### src/rtl/acc_pkg.sv
// Shared types and constants for the accelerator-bypass scheduler.
package acc_pkg;
  typedef enum logic {IDLE = 1'b0, BUSY = 1'b1} state_t;
  localparam int ACC_LAT_MIN = 2;
  localparam int INSTR_W = 32;
endpackage

### src/rtl/acc_rr_arb2.sv
// Two-way round-robin arbiter; on a tie the requester that did not win last is granted.
module acc_rr_arb2 (
  input  logic req0,
  input  logic req1,
  input  logic last,
  input  logic en,
  output logic gnt0,
  output logic gnt1,
  output logic win
);
  assign gnt0 = en & req0 & (~req1 | last);
  assign gnt1 = en & req1 & (~req0 | ~last);
  assign win  = gnt1;
endmodule

### src/rtl/acc_sched.sv
// Round-robin scheduler for the shared accelerator-bypass path with an
// ACC_LAT-cycle occupancy window that stretches under accelerator stall.
module acc_sched
  import acc_pkg::*;
#(
  parameter int ACC_LAT = 4,
  parameter int CNT_W   = 4
) (
  input  logic               clk,
  input  logic               reset,
  input  logic               req0,
  input  logic [INSTR_W-1:0] instr0,
  input  logic               req1,
  input  logic [INSTR_W-1:0] instr1,
  input  logic               acc_stall,
  input  logic               flush,
  output logic               gnt0,
  output logic               gnt1,
  output logic               accbypassA,
  output logic [INSTR_W-1:0] fullinstructionA,
  output logic               acc_src,
  output logic               busy
);
  state_t             state, state_nxt;
  logic [CNT_W-1:0]   cnt, cnt_nxt;
  logic               last, last_nxt;
  logic               acc_nxt;
  logic [INSTR_W-1:0] instr_nxt;
  logic               src_nxt;
  logic               arb_en;
  logic               win;
  logic               issue;

  // Gating on reset keeps grants low combinationally while reset is held.
  assign arb_en = (state == IDLE) & ~flush & reset;
  assign issue  = gnt0 | gnt1;
  assign busy   = (state == BUSY);

  acc_rr_arb2 u_arb (
    .req0 (req0),
    .req1 (req1),
    .last (last),
    .en   (arb_en),
    .gnt0 (gnt0),
    .gnt1 (gnt1),
    .win  (win)
  );

  always_comb begin
    state_nxt = state;
    cnt_nxt   = cnt;
    last_nxt  = last;
    acc_nxt   = 1'b0;
    instr_nxt = '0;
    src_nxt   = acc_src;
    if (flush) begin
      state_nxt = IDLE;
      cnt_nxt   = '0;
    end else if (issue) begin
      state_nxt = BUSY;
      cnt_nxt   = CNT_W'(ACC_LAT - 1);
      last_nxt  = win;
      acc_nxt   = 1'b1;
      instr_nxt = win ? instr1 : instr0;
      src_nxt   = win;
    end else if (state == BUSY && !acc_stall) begin
      // The cycle with cnt==1 is the last occupied one.
      if (cnt == CNT_W'(1)) begin
        state_nxt = IDLE;
        cnt_nxt   = '0;
      end else begin
        cnt_nxt = cnt - CNT_W'(1);
      end
    end
  end

  always_ff @(posedge clk or negedge reset) begin
    if (!reset) begin
      state            <= IDLE;
      cnt              <= '0;
      last             <= 1'b1;
      accbypassA       <= 1'b0;
      fullinstructionA <= '0;
      acc_src          <= 1'b0;
    end else begin
      state            <= state_nxt;
      cnt              <= cnt_nxt;
      last             <= last_nxt;
      accbypassA       <= acc_nxt;
      fullinstructionA <= instr_nxt;
      acc_src          <= src_nxt;
    end
  end
endmodule

### config.mk
export PLATFORM = sky130hd
export DESIGN_NAME = acc_sched
export DESIGN_NICKNAME = d
export VERILOG_FILES = /design/src/rtl/acc_pkg.sv /design/src/rtl/acc_rr_arb2.sv /design/src/rtl/acc_sched.sv
export SDC_FILE = /design/constraint.sdc
export NUM_CORES = 1
export LEC_CHECK = 0
export ABC_AREA = 1
export CAP_MARGIN = 20
export CORE_ASPECT_RATIO = 1.25
export CORE_MARGIN = 2
export CORE_UTILIZATION = 34
export DETAILED_ROUTE_END_ITERATION = 7
export PLACE_DENSITY = 0.85
export SLEW_MARGIN = 40
export SYNTH_ARGS = -nofsm -noshare
export SYNTH_HDL_FRONTEND = slang
export SYNTH_SLANG_ARGS = --single-unit
### constraint.sdc
create_clock -name clk -period 1.4 [get_ports clk]
set_clock_uncertainty 0.2 [all_clocks]
set_input_delay 0.21 -clock clk [delete_from_list [all_inputs] [get_ports clk]]
set_output_delay 0.21 -clock clk [all_outputs]
set_load 0.01 [all_outputs]
==> results.tsv <==
metric	value	unit
startpoint	last$_DFFE_PN1P_	
antenna_found_initial	0	
yosysTopAreaCell	dfrtp_1	
fp.dieH	86.21	um
synth.most_common_cell	nand2_1	
met2_length	3.209	mm
final.setup.tns	-10.33	ns
path_depth	10	
area_growth_syn_to_layout	89.24	%
critPathRequiredTime	1.38	ns
synth_top_family_by_area	simple AND/OR/NAND/NOR gates	
grt_max_degree	41	
synth_mux_area_share	0	%
slowest_delay	0.57	ns
grt_pass1_wl	9.591	mm
min_path_type	in -> reg	
start_util	35.67	%
fillers	439	
maxSlewHeadroom	75.86	%
powerDensity	1123	mW/mm^2
violations	setup timing	
synth_compound_area_share	11.16	%
crit_family	flip-flops	
io_buffers	106	
yosysSeqAreaShare	54.53	%
critPathCapture	acc_src$_DFFE_PN0P_	
synth-edff-count	0	
drt-initial-drc-count	89	
pin_count	107	
fmax	598.6	MHz
drc_errors	0	
critical_path.cell_chain	inv_2, nand2_2, nand2_2, nor2_4, buf_6, nor2_4, buf_4, buf_16, nand2_1, nand2_1	
wl_per_cell	14.69	um
synth_xor_area_share	0.4765	%
cts_sinks	40	
wl_met1	2.189	mm
grt_pass1_vias	2047	
ys.flop_type	dfrtp_1	
grt_usage	20.24	%
worstMarginPinSlew	0.3620	ns
first_pass_iters	4	
rr_startpoint	last$_DFFE_PN1P_	
fin_crit	1.671	ns
detail-route-antenna-nets	0	
fin_nets	413	
synth.ff_latch_count	40	
synthSimpleGateAreaFrac	25.32	%
finalWeightedCongestion	0.8578	
yosys-top-cells-count	nand2_1 (80), dfrtp_1 (39), a21oi_1 (34)	
vias_per_cell	4.851	
synthesis.area	0.001838	mm^2
clk_latency	0.29	ns
yosys_warnings	0	
ctsHtreeMaxLevel	2	
wirelength	5.934	mm
path_buf_inv	4	
via_count	1960	
clock_path_buffers	2	
slew_violations	0	
clkTransAtPathRegs	0.08	ns
synthAdderAreaFrac	1.361	%
dr.max_layer_used	met4	
hpwl	3.985	mm
rsz0062_at_grt	true	
setup_viol	42	
crit_type	reg -> reg	
coreArea	0.005152	mm^2
place_ws	-0.5597	ns
wl_met3	394	um
diodes	0	
cts_root_buf	clkbuf_8	
synth_area_per_cell	8.966	um^2
post-route-util	67.51	%
setup_slack	-0.2706	ns
tritoncts	yes	
synth_cells	205	
status	finished, violations left	
synth_nets	277	
die_area	0.006014	mm^2
overflow	0	
cp.arrival	1.65	ns
synth_top_cell_area_share	53.10	%
critPathMaxFanout	7	
async_flop_share	100.0	%
ys_types	22	
start_kind	flip-flop	
end_kind	flip-flop	
finalCritPeriodShare	119.3	%
hold_viol	0	
fp.dieW	69.76	um
slowest_stage	dfstp_2	
core.rowCount	29	
p_leak	1.771	nW
rrSetupSlack	-0.27	ns
numCtsBuffers	5	
synth.area.top_cells	dfrtp_1 (53%), nand2_1 (16%), a21oi_1 (9.3%), buf_6 (3.7%), nand3_1 (2.2%)	
reg2reg_depth	10	
power.total	3.906	mW
reg2reg_to	acc_src$_DFFE_PN0P_	
maxCapViolCount	0	
drive_gt1_share	26.32	%
ir_worst_vdd	0.6580	mV
-- through the flow --
stage / hold slack (ns) / std cells / area (um^2)
after CTS: 0.2599 / 402 / 3376
after global placement: 0.2651 / 385 / 3084
after detailed placement: 0.2614 / 385 / 3084
after global routing: 0.2631 / 404 / 3478
after floorplan: -0.2856 / 205 / 1849
final: 0.2706 / 404 / 3478
-- report_power, final --
| part | leakage [nW] | switching [mW] | internal (mW) |
|---|---|---|---|
| Combinational | 1.18 | 0.788 | 0.886 |
| Clock | 0.0510 | 0.390 | 0.393 |
| Sequential | 0.539 | 0.105 | 1.34 |
| Total | 1.77 | 1.28 | 2.62 |
-- logic make-up after synthesis --
family,after synthesis
buffers and inverters,19
flip-flops,40
AO/OA/AOI/OAI,39
XOR/XNOR,1
adder cells (fa/ha/maj),2
AND/OR/NAND/NOR,104
-- layer usage --
| metal | vias to the layer above | track usage [%] |
|---|---|---|
| li1 | 928 | - |
| met1 | 925 | 22.06 |
| met2 | 91 | 38.44 |
| met3 | 16 | 4.651 |
| met4 | 0 | 6.818 |
| met5 | - | 0 |
-- repair_timing --
action	in CTS	in global routing
pin swaps	6	4
endpoints found under the setup margin	77	45
cloned	3	0
gates resized for setup	68	21
hold buffers	1	0
setup buffers	5	2
hold endpoints to repair	39	0
-- worst min-delay path by stage --
stage / to / startpoint / slack, ns / cells past startpoint
6_report: fullinstructionA[9]$_DFF_PN0_ / instr0[9] / 0.27 / 3
2_1_floorplan: acc_src$_DFFE_PN0P_ / reset / -0.29 / 0
4_1_cts: fullinstructionA[5]$_DFF_PN0_ / instr0[5] / 0.26 / 3
5_1_grt: fullinstructionA[9]$_DFF_PN0_ / instr0[9] / 0.26 / 3
3_3_place_gp: cnt[2]$_DFFE_PN0P_ / reset / 0.27 / 3
3_5_place_dp: acc_src$_DFFE_PN0P_ / acc_src$_DFFE_PN0P_ / 0.26 / 2
-- cell usage in the layout, fill, tap and decap left out, types with 3 or more instances in the layout --
| master | Yosys | final |
|---|---|---|
| nand2_1 | 80 | 76 |
| clkdlybuf4s50_1 | 0 | 68 |
| dfrtp_1 | 39 | 38 |
| dlygate4sd2_1 | 0 | 34 |
| a21oi_2 | 0 | 20 |
| buf_4 | 4 | 18 |
| a21oi_1 | 34 | 11 |
| buf_6 | 6 | 7 |
| inv_1 | 8 | 6 |
| clkbuf_8 | 0 | 6 |
| buf_12 | 0 | 6 |
| nor2_1 | 6 | 5 |
| nand2_2 | 1 | 4 |
| nand3_1 | 8 | 4 |
| nand3_2 | 0 | 4 |
| inv_2 | 1 | 3 |
| nor2_2 | 2 | 3 |
| a21oi_4 | 0 | 3 |
-- sequential cells by signal, indices dropped and copies added, names as in the netlist --
register          cells
fullinstructionA     32
accbypassA            1
acc_src               1
cnt                   4
last                  1
busy                  1
-- tightest hold or removal path, stage by stage --
cell and delay, ns:
clkdlybuf4s50_1 0.39, nand2_1 0.06, a21oi_1 0.05
-- area by class of cell --
type	count	area (um^2)	area share [%]
Clock buffer	6	82.58	2.374
Clock inverter	2	10.01	0.2878
Inverter	9	33.78	0.9712
Multi-Input combinational cell	146	850.8	24.46
Sequential cell	40	1003	28.85
Tap cell	62	77.57	2.230
Timing Repair Buffer	139	1420	40.83
Note: power is estimated with default switching activity, not from simulation.
